**src/rtl/bidir_shift_loader.sv**
```systemverilog
// bidir_shift_loader: serializes a parallel word onto mode/Dr/Dl so a WIDTH-bit bidirectional shift register ends up holding it.
// Optional LOADER_QUEUE_EN adds a one-entry pending buffer so a second load can follow with no gap.
module bidir_shift_loader #(
    parameter int WIDTH = 4
) (
    input  logic             clk,
    input  logic             rst,
    input  logic             start,
    input  logic             dir,
    input  logic [WIDTH-1:0] data,
    output logic             mode,
    output logic             Dr,
    output logic             Dl,
    output logic             busy,
    output logic             ready,
    output logic             done
);
    localparam int CW = (WIDTH > 1) ? $clog2(WIDTH) : 1;
    typedef enum logic [1:0] {IDLE, SHIFT, DONE} state_t;
    state_t r_state, w_state_n;
    logic [CW-1:0] r_cnt, w_cnt_n, w_idx;
    logic [WIDTH-1:0] r_ord, w_in_ord, w_src_ord;
    logic r_dir, r_mode, r_dr, r_dl, r_done;
    logic w_src_dir, w_last, w_launch, w_shifting, w_bit, w_dir_n;
    logic w_mode_n, w_dr_n, w_dl_n;
    function automatic logic [WIDTH-1:0] rev(input logic [WIDTH-1:0] v);
        for (int i = 0; i < WIDTH; i++) rev[i] = v[WIDTH-1-i];
    endfunction
    // Words are stored in drive order: bit k of r_ord is the k-th bit sent.
    assign w_in_ord = dir ? rev(data) : data;
    assign w_last   = (r_state == SHIFT) && (r_cnt == CW'(WIDTH-1));
`ifdef LOADER_QUEUE_EN
    logic r_pend_valid, r_pend_dir;
    logic [WIDTH-1:0] r_pend_ord;
    assign w_launch  = r_pend_valid ? (w_last || r_state != SHIFT) : (start && r_state != SHIFT);
    assign w_src_ord = r_pend_valid ? r_pend_ord : w_in_ord;
    assign w_src_dir = r_pend_valid ? r_pend_dir : dir;
    assign ready     = ~r_pend_valid;
    always_ff @(posedge clk or posedge rst) begin
        if (rst) begin
            r_pend_valid <= 1'b0;
            r_pend_ord   <= '0;
            r_pend_dir   <= 1'b0;
        end else if (w_launch && r_pend_valid) begin
            r_pend_valid <= 1'b0;
        end else if (start && !r_pend_valid && r_state == SHIFT) begin
            r_pend_valid <= 1'b1;
            r_pend_ord   <= w_in_ord;
            r_pend_dir   <= dir;
        end
    end
`else
    assign w_launch  = start && r_state != SHIFT;
    assign w_src_ord = w_in_ord;
    assign w_src_dir = dir;
    assign ready     = ~busy;
`endif
    always_ff @(posedge clk or posedge rst) begin
        if (rst) begin
            r_state <= IDLE;
            r_cnt   <= '0;
            r_ord   <= '0;
            r_dir   <= 1'b0;
            r_mode  <= 1'b0;
            r_dr    <= 1'b0;
            r_dl    <= 1'b0;
            r_done  <= 1'b0;
        end else begin
            r_state <= w_state_n;
            r_cnt   <= w_cnt_n;
            r_ord   <= w_launch ? w_src_ord : r_ord;
            r_dir   <= w_dir_n;
            r_mode  <= w_mode_n;
            r_dr    <= w_dr_n;
            r_dl    <= w_dl_n;
            r_done  <= w_last;
        end
    end
    always_comb begin
        w_state_n = w_launch ? SHIFT : (r_state == SHIFT) ? (w_last ? DONE : SHIFT) : IDLE;
    end
    always_comb begin
        w_idx      = r_cnt + CW'(1);
        w_shifting = w_launch || (r_state == SHIFT && !w_last);
        w_cnt_n    = (r_state == SHIFT && !w_last) ? w_idx : '0;
        w_dir_n    = w_launch ? w_src_dir : r_dir;
        w_mode_n   = w_launch ? w_src_dir : r_mode;
        w_bit      = w_launch ? w_src_ord[0] : r_ord[w_idx];
        w_dr_n     = w_shifting && !w_dir_n && w_bit;
        w_dl_n     = w_shifting && w_dir_n && w_bit;
    end
    assign mode = r_mode;
    assign Dr   = r_dr;
    assign Dl   = r_dl;
    assign busy = (r_state == SHIFT);
    assign done = r_done;
endmodule

```
**config.mk**
```make
export PLATFORM = sky130hd
export DESIGN_NAME = bidir_shift_loader
export DESIGN_NICKNAME = d
export VERILOG_FILES = /design/src/rtl/bidir_shift_loader.sv
export SDC_FILE = /design/constraint.sdc
export NUM_CORES = 1
export LEC_CHECK = 0
export BUFFER_PORTS_ARGS = -buffer_cell sky130_fd_sc_hd__buf_4
export CORE_MARGIN = 2
export CORE_UTILIZATION = 40
export CTS_CLUSTER_SIZE = 24
export DETAILED_ROUTE_END_ITERATION = 8
export GPL_TIMING_DRIVEN = 0
export PLACE_DENSITY = 0.72
export SLEW_MARGIN = 20
export SYNTH_ARGS = -nofsm -noshare
export SYNTH_HDL_FRONTEND = slang
export SYNTH_SLANG_ARGS = --single-unit
export TNS_END_PERCENT = 30
```
**constraint.sdc**
```tcl
create_clock -name clk -period 2.4 [get_ports clk]
set_input_delay 0.6 -clock clk [delete_from_list [all_inputs] [get_ports clk]]
set_output_delay 0.6 -clock clk [all_outputs]
set_load 0.1 [all_outputs]
```
==> metrics.txt, run 1 <==
Finish-stage setup viols=0; synth top area cells=dfrtp_1 59%, a21oi_1 6.4%, mux2i_1 5.5%, mux4_2 4.1%, inv_1 3.4%; die height=41.06 µm; critical path class=register to output port; Synth area leader=dfrtp_1; first-pass GRT wire length=1.573 mm; CTS Hold Buffers Added=0; Area Growth Syn to Fin=24.60%; synthesized flop and latch total=13; initial antenna violation count=0; Met1 Routed Length=486 µm; unrepaired setup endpoints after global routing=no; status=completed; Post-Route WL=979 µm; Peak Freq=0.5242 GHz; Routed wire per std cell=12.24 µm; post-CTS sizing=0; ANT nets after route=0; met3 WL=51 µm; row cnt=13; mapped cell area=549.3 µm²; Die Area=1686 µm²; Synth top cells by count=13 x dfrtp_1, 7 x a21oi_1, 5 x inv_1, 3 x mux2i_1, 3 x o21ai_0; CP Launch Point=r_state[0]; RR Startpoint=r_cnt[0]; r2r setup slk=0.86 ns; DP Wirelength=751.5 µm; Via-to-Cell Ratio=5.138; Req. time, crit path=1.80 ns; Max FO, Critical Path=10; Post-DP Area=658.1 µm²; CTS HTree Levels=1; drt drc=0; TritonCTS clock tree=built; clock-pin slew on the worst setup and hold paths=0.08 ns; vias in the first global route=392; initial DRC count=3; nets@finish=75; post-CTS repair timing setup buffer count=0; fin area=684.4 µm²; Netlist cell types=19; Post-Synthesis Cells=49; Hold Crit Class=input pin to async pin; antenna fix cells=0; Slew headroom=0.6816; total CTS buffers=3; clock tree buffer depth=2; YS warnings=0; Setup crit end kind=output port; worst setup margin=0.4924 ns; grt ovf=0; IO Pins=14; Post-synth ARST share=1.000; largest net degree at the start of global routing=14; Mapped Nets=58; Tmin final=1.908 ns; final hold vios=0; Worst EP arrival=1.31 ns; syn_area_per_cell=11.21 µm²; final setup skew=0.0009175 ns; clock latency at the later pin of the worst-skew pair=0.26 ns; I/O Buffers=12; DR vias=411; CTS Root Cell=clkbuf_4; chip width=41.06 µm; CTS sink cnt=13; Slew @ Worst Pin=0.4771 ns; final worst-path cycle share=0.7948; share of layout cells above drive strength 1=0.2923; Worst setup SP type=register; Initial DRT Pass Iterations=4; Max-Cap Viols=0; top sig layer=met4; total track usage=0.1467; GP Congestion=0.7597; Initial Util=0.4275; count leader, synth=dfrtp_1; Post-synth top flop=dfrtp_1; CORE AREA=1285 µm²; max-slew violations=0; metal2 WL=430 µm; Post-synth EDFFs=0; post-synth top area share=0.5923; pre-CTS setup slack=0.7853 ns; Seq/Total Area, Yosys=0.5923; total negative setup slack=0 ns
[sequential cells by signal (all words and copies together) (netlist names)]
signal / cells
r_cnt: 2
Dl: 1
mode: 1
Dr: 1
done: 1
r_state: 2
r_ord: 4
r_dir: 1
[final cells by class]
class                   count  area, µm²
flip-flops and latches     13      325.3
fillers                   134      600.6
plain buffers               2      8.758
repair buffers             12      90.09
well taps                  15      18.77
multi-input cells          29      196.4
inverters                   5      18.77
clock buffers               4      26.28
[per-layer routing]
metal / global-route usage / up-vias
li1: - / 201
met1: 0.1788 / 197
met2: 0.2266 / 11
met3: 0.04891 / 2
met4: 0.07500 / 0
met5: 0 / -
[worst max-delay path, stage by stage (launching register included)]
cell and delay [ns]:
dfrtp_1 0.36, nand2b_1 0.13, buf_2 0.23, buf_4 0.32
[final timing paths]
kind,end,cells past startpoint
max reg2reg,Dr,4
min,r_dir,2
min reg2reg,Dr,1
max in group asynchronous,done,2
min in group clk,Dr,1
max,ready,3
[kinds of logic after synthesis]
group | after synthesis | synth area share
buffers and inverters | 7 | 0.05010
and+or+nand+nor | 11 | 0.1139
AOI/OAI and AO/OA | 13 | 0.1253
muxes | 4 | 0.09567
DFF | 13 | 0.5923
adders and majority gates | 1 | 0.02278
[metrics by stage]
step	utilization	instances	hold WS (ns)
floorplan	-	49	0.4232
global placement	0.5122	76	0.4384
detailed placement	0.5122	76	0.4398
CTS	0.5326	80	0.3588
global route	0.5326	80	0.3791
finish	0.5326	80	0.3461
[cells in the final DEF, fill, tap and decap left out, types with 2 or more instances in the layout]
cell type / synthesis / layout
buf_4: 0 / 12
mux2i_1: 3 / 3
nand2_1: 2 / 2
inv_1: 5 / 5
clkbuf_1: 1 / 2
dfrtp_1: 13 / 13
o22ai_1: 2 / 2
o21ai_0: 3 / 3
nor2_1: 2 / 2
nand2b_1: 2 / 2
a21oi_1: 7 / 7
clkbuf_4: 0 / 3
Power of run 1 is left out: the tool's default activity adds up to more than one toggle a clock period on the data nets, which glitch-free logic cannot reach.
==> run 2: changes to the inputs <==
Settings changed: ABC_AREA set to 1, PLACE_DENSITY 0.72 to 0.74.
Clock period 2.4 ns to 1.62 ns, I/O delays scaled along.
==> run 2 against run 1 <==
Sequential share of layout area down 4.3 points. Synthesized cell count rose by 37%. Non-clock buffer count is 1 lower. Wire length up 14%. Via count rose by 19%. Largest cell class unchanged. Cell count increased by 24%. Cell area rose by 9.9%.
==> metrics.txt, run 2 <==
Routed wire per std cell=11.24 µm (-8.1%); Top Registers=r_ord (4), r_cnt (2), r_state (2); synth top area cells=dfrtp_1 55%, nand2_1 13%, nand3_1 7.6%, inv_1 5.1%, nand2_4 3.8%; total CTS buffers=3 (unchanged); syn_area_per_cell=8.852 µm² (-21%); final worst-path cycle share=0.9722; die height=42.51 µm (+3.5%); Area Growth Syn to Fin=26.79%; Worst EP arrival=1.17 ns (-0.14 ns); total negative setup slack=0 ns (unchanged); critical path class=register to output port; share of layout cells above drive strength 1=0.3214 (+0.02912); Finish-stage setup viols=0 (unchanged); CORE AREA=1350 µm² (+5.1%); WP buf/inv=1 (-1); Netlist cell types=13 (-6); DP Wirelength=801.7 µm (+6.7%); CTS Hold Buffers Added=0 (unchanged); Setup crit end kind=output port; Req. time, crit path=1.21 ns (-0.59 ns); Min Hold Slack=0.1348 ns (-0.2113 ns); largest net degree at the start of global routing=14 (unchanged); Post-synth ARST share=1.000 (unchanged); first-pass GRT wire length=1.904 mm (+21%); CTS Root Cell=clkbuf_4; ANT nets after route=0 (unchanged); post-CTS sizing=0 (unchanged); total track usage=0.1467 (about the same); CTS HTree Levels=1 (unchanged); Seq/Total Area, Yosys=0.5485 (-0.04373); Hold Crit Class=input pin to async pin; r2r setup slk=0.35 ns (-0.51 ns); Initial Util=0.4393 (+0.01184); Worst setup SP type=register; final hold vios=0 (unchanged); initial DRC count=14 (+11); initial antenna violation count=0 (unchanged); antenna fix cells=0 (unchanged); DR vias=488 (+19%); drt drc=0 (unchanged); row cnt=13 (unchanged); Worst R2R Path Depth=6 (+2); chip width=42.51 µm (+3.5%); post-synth top area share=0.5485 (-0.04373); slowest CP cell=dfrtp_1; Peak Freq=0.6350 GHz; Critical Path, Cell by Cell=nand2_8, buf_4; unrepaired setup endpoints after global routing=no; Post-synth top flop=dfrtp_1; clock tree buffer depth=2 (unchanged); Crit path max-delay family=flip-flops; vias in the first global route=470 (+20%); I/O Buffers=13 (+1); Largest register FFs=4 (unchanged); RR Startpoint=r_cnt[0]; Slew @ Worst Pin=0.4868 ns (+0.009702 ns); clock-pin slew on the worst setup and hold paths=0.09 ns (about the same); Initial DRT Pass Iterations=4 (unchanged); most frequent cells in the layout=20 x nand2_1, 13 x dfrtp_1, 12 x buf_4; Biggest register=r_ord; mapped cell area=593.1 µm² (+8.0%); count leader, synth=nand2_1; grt ovf=0 (unchanged); Via-to-Cell Ratio=4.929 (-4.1%); Mapped Nets=76 (+31%); Post-synth EDFFs=0 (unchanged); max-slew violations=0 (unchanged); CTS sink cnt=13 (unchanged); clock latency at the later pin of the worst-skew pair=0.28 ns (+0.02 ns); YS warnings=0 (unchanged); Synth top cells by count=20 x nand2_1, 13 x dfrtp_1, 9 x nand3_1, 8 x inv_1, 4 x nor2_1; Slew headroom=0.6751 (-0.006476); Tmin final=1.575 ns; commonest non-fill, non-tap cell in the layout=nand2_1; final setup skew=0.009253 ns (+0.008336 ns); Max FO, Critical Path=8 (-2); Reg-to-Reg End=Dr; GP Congestion=0.7062 (-7.0%); TritonCTS clock tree=built; synthesized flop and latch total=13 (unchanged); status=completed; Filler Cells Inserted=128 (-4.5%); post-CTS repair timing setup buffer count=0 (unchanged); Synth area leader=dfrtp_1; Worst path max stage delay=0.45 ns (+0.09 ns); Die Area=1807 µm² (+7.2%); Post-Route WL=1.113 mm (+14%); Max-Cap Viols=0 (unchanged); Post-Synthesis Cells=67 (+37%); nets@finish=94 (+25%); IO Pins=14 (unchanged)
run 2: cell count changes after synthesis, sizes merged, moves of 2 or more:
| cell | previous run | this run |
|---|---|---|
| mux2i | 3 | 0 |
| nand2b | 2 | 0 |
| a21oi | 7 | 2 |
| o22ai | 2 | 0 |
| nor2 | 2 | 4 |
| o21ai | 3 | 1 |
| nand3 | 1 | 11 |
| inv | 5 | 11 |
| nand2 | 2 | 23 |
run 2: final cells by class:
| type | instances | area [µm²] | area share |
|---|---|---|---|
| inverter | 11 | 45.04 | 0.05990 |
| sequential | 13 | 325.3 | 0.4326 |
| tap | 15 | 18.77 | 0.02496 |
| timing repair buffer | 13 | 101.3 | 0.1348 |
| multi-input combinational | 43 | 235.2 | 0.3128 |
| clock buffer | 4 | 26.28 | 0.03494 |
run 2: logic make-up after synthesis:
kind of cell    count (synthesis)  synth area share
buf+inv                        11           0.06962
compound gates                  4           0.05063
flops                          13            0.5485
fa+ha+maj                       1           0.02109
simple gates                   38            0.3101
run 2: how the worst max path moves through the flow:
stage | from | slack (ns) | end | depth (start not counted)
floorplan | r_state[0] | 0.10 | busy | 2
CTS | r_state[1] | 0.01 | busy | 4
detailed placement | r_state[1] | 0.32 | busy | 4
global placement | r_state[1] | 0.34 | busy | 4
global route | r_state[1] | 0.02 | busy | 4
finish | r_state[0] | 0.05 | ready | 2
run 2: metrics by stage:
step	worst slack [ns]	instances	util	cell area [µm²]
floorplan	0.1040	67	-	605.6
CTS	0.01006	99	0.5542	748.2
global route	0.01854	99	0.5570	752.0
finish	0.04509	99	0.5570	752.0
detailed placement	0.3207	95	0.5348	721.9
global placement	0.3384	95	0.5348	721.9
run 2: worst register-to-register path, stage by stage, from the launching register on:
cell	delay (ns)
dfrtp_1	0.44
ha_1	0.22
inv_1	0.08
nand3_1	0.15
nand2_2	0.13
nand3_1	0.09
a21oi_2	0.10
run 2: per-layer routing:
metal	vias up	part of all wire	global-route usage
li1	243	-	-
met1	226	0.44	0.1671
met2	15	0.49	0.2400
met3	4	0.042	0.02586
met4	0	0.022	0.1125
met5	-	0	0
Power of run 2 is left out for the same reason.
